--- src/rtl/msx2_ram_bridge.sv ---
// msx2_ram_bridge: turns Z80 memory cycles aimed at mapped RAM into
// single-beat req/ack transactions toward the SDRAM controller. The CPU is
// held with cpu_wait until the controller acknowledges. Accesses that never
// complete are abandoned after TIMEOUT wait cycles and flagged in a sticky bit.
module msx2_ram_bridge #(
  parameter logic [24:0] RAM_BASE = 25'h0000000,
  parameter int unsigned TIMEOUT  = 255
) (
  input  logic        clk,
  input  logic        reset_n,
  input  logic        cpu_mreq,
  input  logic        cpu_rd,
  input  logic        cpu_wr,
  input  logic [7:0]  cpu_dout,
  input  logic        ram_sel,
  input  logic [21:0] mapper_addr,
  output logic        cpu_wait,
  output logic [7:0]  cpu_din,
  output logic [24:0] ram_addr,
  output logic [7:0]  ram_din,
  output logic        ram_we,
  output logic        ram_req,
  input  logic        ram_ack,
  input  logic [7:0]  ram_dout,
  output logic        timeout_err
);

  typedef enum logic [1:0] {
    S_IDLE = 2'd0,
    S_REQ  = 2'd1,
    S_WAIT = 2'd2,
    S_DONE = 2'd3
  } state_e;

  localparam logic [7:0] TIMEOUT_C = 8'(TIMEOUT);

  state_e      state_q, state_d;
  logic        acc_q, acc_d;
  logic [7:0]  cnt_q, cnt_d;
  logic        ram_req_q, ram_req_d;
  logic        ram_we_q, ram_we_d;
  logic [24:0] ram_addr_q, ram_addr_d;
  logic [7:0]  ram_din_q, ram_din_d;
  logic [7:0]  rd_data_q, rd_data_d;
  logic        timeout_err_q, timeout_err_d;

  logic        acc_s;
  logic        start_s;
  logic [7:0]  cnt_inc_s;

  // Access qualifier, rising-edge start detect and the wait-counter increment.
  always_comb begin
    acc_s     = cpu_mreq & ram_sel & (cpu_rd | cpu_wr);
    start_s   = acc_s & ~acc_q & (state_q == S_IDLE);
    cnt_inc_s = cnt_q + 8'd1;
  end

  // Next-state and next-register computation for the transaction sequencer.
  always_comb begin
    state_d       = state_q;
    acc_d         = acc_s;
    cnt_d         = cnt_q;
    ram_req_d     = 1'b0;
    ram_we_d      = ram_we_q;
    ram_addr_d    = ram_addr_q;
    ram_din_d     = ram_din_q;
    rd_data_d     = rd_data_q;
    timeout_err_d = timeout_err_q;

    case (state_q)
      S_IDLE: begin
        if (start_s) begin
          // Address wraps modulo 2^25; a write strobe wins over a read strobe.
          ram_addr_d = RAM_BASE + {3'b000, mapper_addr};
          ram_din_d  = cpu_dout;
          ram_we_d   = cpu_wr;
          ram_req_d  = 1'b1;
          state_d    = S_REQ;
        end else begin
          state_d = S_IDLE;
        end
      end

      S_REQ: begin
        cnt_d = 8'd0;
        // An ack coinciding with the request cycle already completes it.
        if (ram_ack) begin
          if (!ram_we_q) begin
            rd_data_d = ram_dout;
          end else begin
            rd_data_d = rd_data_q;
          end
          state_d = acc_s ? S_DONE : S_IDLE;
        end else begin
          state_d = S_WAIT;
        end
      end

      S_WAIT: begin
        cnt_d = cnt_inc_s;
        // Ack wins over timeout when both land in the same cycle.
        if (ram_ack) begin
          if (!ram_we_q) begin
            rd_data_d = ram_dout;
          end else begin
            rd_data_d = rd_data_q;
          end
          state_d = acc_s ? S_DONE : S_IDLE;
        end else if (cnt_inc_s == TIMEOUT_C) begin
          rd_data_d     = 8'hFF;
          timeout_err_d = 1'b1;
          state_d       = acc_s ? S_DONE : S_IDLE;
        end else begin
          state_d = S_WAIT;
        end
      end

      S_DONE: begin
        // Stay here until the CPU ends its cycle so one access gives one request.
        if (!acc_s) begin
          state_d = S_IDLE;
        end else begin
          state_d = S_DONE;
        end
      end

      default: begin
        state_d = S_IDLE;
      end
    endcase
  end

  // State and output registers; reset abandons any transaction in flight.
  always_ff @(posedge clk or negedge reset_n) begin
    if (!reset_n) begin
      state_q       <= S_IDLE;
      acc_q         <= 1'b0;
      cnt_q         <= 8'd0;
      ram_req_q     <= 1'b0;
      ram_we_q      <= 1'b0;
      ram_addr_q    <= 25'd0;
      ram_din_q     <= 8'd0;
      rd_data_q     <= 8'hFF;
      timeout_err_q <= 1'b0;
    end else begin
      state_q       <= state_d;
      acc_q         <= acc_d;
      cnt_q         <= cnt_d;
      ram_req_q     <= ram_req_d;
      ram_we_q      <= ram_we_d;
      ram_addr_q    <= ram_addr_d;
      ram_din_q     <= ram_din_d;
      rd_data_q     <= rd_data_d;
      timeout_err_q <= timeout_err_d;
    end
  end

  // Wait asserts in the very cycle the access appears so no sample is missed;
  // read data is driven only while a completed read is still strobed, else
  // 8'hFF so slot buses can be wired-AND.
  assign cpu_wait    = start_s | (state_q == S_REQ) | (state_q == S_WAIT);
  assign cpu_din     = ((state_q == S_DONE) & cpu_rd & ~ram_we_q) ? rd_data_q : 8'hFF;
  assign ram_addr    = ram_addr_q;
  assign ram_din     = ram_din_q;
  assign ram_we      = ram_we_q;
  assign ram_req     = ram_req_q;
  assign timeout_err = timeout_err_q;

endmodule

--- config.mk ---
export PLATFORM = sky130hd
export DESIGN_NAME = msx2_ram_bridge
export DESIGN_NICKNAME = d
export VERILOG_FILES = /design/src/rtl/msx2_ram_bridge.sv
export SDC_FILE = /design/constraint.sdc
export NUM_CORES = 1
export LEC_CHECK = 0
export CORE_AREA = 2 2 96 98
export CTS_CLUSTER_DIAMETER = 50
export DETAILED_ROUTE_END_ITERATION = 10
export DIE_AREA = 0 0 98 100
export GPL_TIMING_DRIVEN = 0
export HOLD_SLACK_MARGIN = 0.1
export PLACE_DENSITY_LB_ADDON = 0.25
export SYNTH_ARGS = -nofsm -noshare
export SYNTH_HDL_FRONTEND = slang
export SYNTH_SLANG_ARGS = --single-unit
export TNS_END_PERCENT = 5
--- constraint.sdc ---
create_clock -name clk -period 2.3 [get_ports clk]
set_clock_uncertainty 0.15 [all_clocks]
set_input_delay 0.46 -clock clk [delete_from_list [all_inputs] [get_ports clk]]
set_output_delay 0.46 -clock clk [all_outputs]
set_load 0.02 [all_outputs]
-- Word level (Yosys, flattened, before mapping)
Cells that the tools add are included.
- word-level logic and storage cells: 48
- input port bits: 45
- register bits after elaboration: 52
- output and inout port bits: 45
- multiplexer cells: 15
- reductions and logical operators: 5
- bitwise logic cells: 12
- add/subtract/negate cells: 1
- eq/ne operators: 6
- operators with widths (operator ; count):
    8-bit two-way mux ; 5
    8-bit one-hot mux with 2 select lines ; 2
    8-bit by 1-bit adder with 8-bit output (second input constant) ; 1
    8-bit == test (second input constant) ; 1
    2-bit two-way mux ; 4
    2-bit one-hot mux with 4 select lines ; 1
    1-bit AND ; 6
    3-bit AND reduction ; 2
    2-bit == test (second input constant) ; 2
    1-bit two-way mux ; 3
    3-bit != test (second input constant) ; 1
    1-bit inverter ; 3
    1-bit OR ; 3
    2-bit by 1-bit == test with 1-bit output (second input constant) ; 1
    2-bit zero test ; 1
    2-bit != test (second input constant) ; 1
    2-bit AND reduction ; 1
    2-bit nonzero test ; 1

-- Depth between registers and ports, before layout
- depth in word-level cells: 6
- depth in mapped cells: 8

-- Least setup slack after synthesis
No wires, ideal clock.
- path kind: input-to-output
- start: input cpu_wr
- end: output cpu_wait
- arrival time: 1.439 ns
- path buffers: 1
- stages on the path: 4
- path slack: 0.251 ns
- path through: o211ai_1 -> nor3b_2 -> buf_2 -> nand2b_1
- word-level cells in the longest chain between the ends: 6
- RTL lines (element ; line ; RTL):
    start: declaration ; 13 ; input logic cpu_wr,
    1-bit OR ; 53 ; acc_s = cpu_mreq & ram_sel & (cpu_rd | cpu_wr);
    1-bit AND ; 53 ;
    1-bit AND (2 in series) ; 54 ; start_s = acc_s & ~acc_q & (state_q == S_IDLE);
    1-bit OR (2 in series) ; 161 ; assign cpu_wait = start_s | (state_q == S_REQ) | (state_q == S_WAIT);
    end: declaration ; 17 ; output logic cpu_wait,
No other way between the ends.

-- Worst setup path after layout
- start: register state_q[1]
- end: output cpu_din[0]
- word-level cells in the longest chain between the ends: 4
- RTL lines (element ; line ; RTL):
    start: declaration ; 37 ; state_e state_q, state_d;
    start signal: assignment ; 146 ; state_q <= state_d;
    2-bit == test ; 162 ; assign cpu_din = ((state_q == S_DONE) & cpu_rd & ~ram_we_q) ? rd_data_q : 8'hFF;
    1-bit AND (2 in series) ; 162 ;
    8-bit two-way mux ; 162 ;
    end: declaration ; 18 ; output logic [7:0] cpu_din,
No other way between the ends.

==> results_dict.tcl <==
set metrics [dict create \
    syn_area_um2 2420 \
    crit_type "flip-flop to output port" \
    port_buffers 86 \
    ant_nets 0 \
    antenna_found_initial 0 \
    drt_iter0_markers 55 \
    critPathArrivalTime_ns 1.57 \
    drtPass1Iterations 4 \
    ctsHtreeMaxLevel 2 \
    via_count 1808 \
    yosysWarnings 0 \
    setup_tns_ns 0 \
    initial_utilization_pct 27.2 \
    path_max_fanout 5 \
    final_layout_size_suffix_gt1_share_pct 27.9 \
    clk_latency_ns 0.30 \
    timing.rr.start "cnt_q[1]" \
    ys_ff_latch 52 \
    nNetsFinal 356 \
    num_io_pins 90 \
    avgSynthCellArea_um2 12.0 \
    max_clock_freq_mhz 459 \
    dp_hpwl_mm 3.95 \
    syn_inst 202 \
    cp-end-kind "output port" \
    routed_wl_mm 5.45 \
    hold_path_class "flip-flop to flip-flop" \
    gp_congestion 0.826 \
    core_um2 8890 \
    max_slew_margin_pct 59.7 \
    hold_start "ram_addr[20]" \
    fin_util_pct 40.4 \
    period_share_pct 94.7 \
    cts_tree "built" \
    yosysSeqAreaShare_pct 54.3 \
    regToRegSetupSlack_ns 0.20 \
    final_cell_mix "clkdlybuf4s50_1 (72), dfrtp_1 (41), nor2_1 (20), mux2_1 (16), mux2_2 (15)" \
    rows 35 \
    numClockSinks 52 \
    ys_types 42 \
    cts-buffers-inserted 5 \
    grt_pass1_vias 1900 \
    placed_cells 402 \
    vias_per_cell 4.35 \
    grt_max_degree 38 \
    pre_cts_slack_ns -1.10 \
    cts_root_buf "clkbuf_8" \
    cellPowerDensity_nw_per_um2 729 \
    wire_per_inst_um 13.1 \
    max_slew.worst_pin.slew_ns 0.600 \
    finalPower_mw 2.62 \
    design_area_um2 3590 \
    grt_remaining_overflow 0 \
    maxSlewViolCount 0 \
    hold_slack_ns 0.344 \
    cts_buffer_depth 2 \
    dieArea_um2 9800 \
    drc 0 \
    rsz0062_at_grt "false" \
    drv_cap 0 \
    fin_cells 416 \
    fp.dieW_um 98 \
    grt_usage_pct 11.9 \
    final_common_cell "clkdlybuf4s50_1" \
    leakage_nw 1.49 \
    path_clk_slew_ns 0.09 \
    final_hold_viol_count 0 \
    status "finished clean" \
    start_kind "flip-flop" \
    vdd.ir_drop.worst_mv 0.309 \
    place_area_um2 3440 \
    setup_ws_ns 0.123 \
    setup_viol 0 \
    antenna_cells 0 \
    die_h_um 100 \
    cp.required_ns 1.69 \
    crit_start "state_q[1]" \
    areaGrowthSynthToFinish_pct 48.8 \
    fin_crit_ns 2.18 \
    grt_pass1_wl_mm 9.36 \
]
==> cell usage after synthesis, drive strengths merged <==
cell     n  area (um^2)
a21o     1         7.51
a211oi   1         7.51
o21a     2         15.0
mux2    31          349
a31o     1         8.76
clkbuf   2         7.51
clkinv   1         3.75
ha       7         87.6
o22ai    5         31.3
o32ai    1         8.76
dfstp    8          210
and3     1         6.26
nand2    4         17.5
nand2b   1         6.26
or2      8         50.1
nor2b    2         12.5
a21oi   11         85.1
nand4    2         18.8
nor2    21         78.8
nor3     4         31.3
o21ai    5         25.0
conb     1         3.75
nand3    3         15.0
nand3b   3         22.5
o211ai   1         7.51
or3      1         6.26
mux2i    2         20.0
or4      1         11.3
buf      7         48.8
xnor2    4         35.0
inv     13         48.8
nor3b    3         27.5
dfrtp   44         1100
==> worst paths after layout <==
check / to / cells after the start
worst max-delay path: cpu_din[0] / 5
worst min-delay path: ram_addr[20] / 1
worst max register to register: rd_data_q[2] / 7
worst min register to register: ram_addr[20] / 1
max in group asynchronous: rd_data_q[3] / 3
min in group asynchronous: ram_din[5] / 2
==> report_power, final <==
group	switching [mW]	leakage (nW)	internal, mW	total, mW
Sequential	0.0938	0.625	1.15	1.24
Combinational	0.374	0.816	0.455	0.829
Clock	0.303	0.0484	0.247	0.550
Total	0.771	1.49	1.85	2.62
==> flip-flops by register name, indices dropped and copies added (netlist names) <==
signal	cells
timeout_err	1
rd_data_q	8
ram_din	8
ram_req	1
cnt_q	8
ram_we	1
state_q	2
acc_q	1
ram_addr	22
==> worst max-delay path, stage by stage, from the launching register on <==
cell and delay, ns:
dfrtp_2 0.42, ha_4 0.16, nand3b_1 0.09, buf_4 0.16, or2_2 0.26, buf_2 0.16
==> layer usage <==
metal,wire [um],vias up,GRT usage [%]
met3,350,7,3.76
met4,71,0,3.63
met1,2490,862,16.1
met2,2540,54,18.4
met5,0,-,0
li1,-,885,-
==> final cells by class <==
cell class	count	area [um^2]
Fill cell	865	5300
Sequential cell	52	1320
Multi-Input combinational cell	129	1040
Timing Repair Buffer	94	895
Tap cell	111	139
Clock buffer	7	86.3
Buffer	8	58.8
Inverter	14	52.6
Clock inverter	1	8.76
==> logic make-up (layout without fill, tap and decap cells) <==
family,count (synthesis),in the layout,synth area share [%]
compound gates,28,28,8.13
xor+xnor,4,4,1.45
mux,33,33,15.3
fa+ha+maj,7,7,3.62
other cells,1,3,0.155
flops,52,52,54.3
simple gates,54,54,12.6
buf+inv,23,124,4.51
==> what timing repair did <==
item                                    in CTS  in global routing
hold buffers                                 1                  0
endpoints found under the setup margin      36                 16
resized for setup                           46                 10
pin swaps                                    4                  2
setup buffers                                5                  1
endpoints found under the hold margin        8                  0
(Power assumes the default switching activity.)
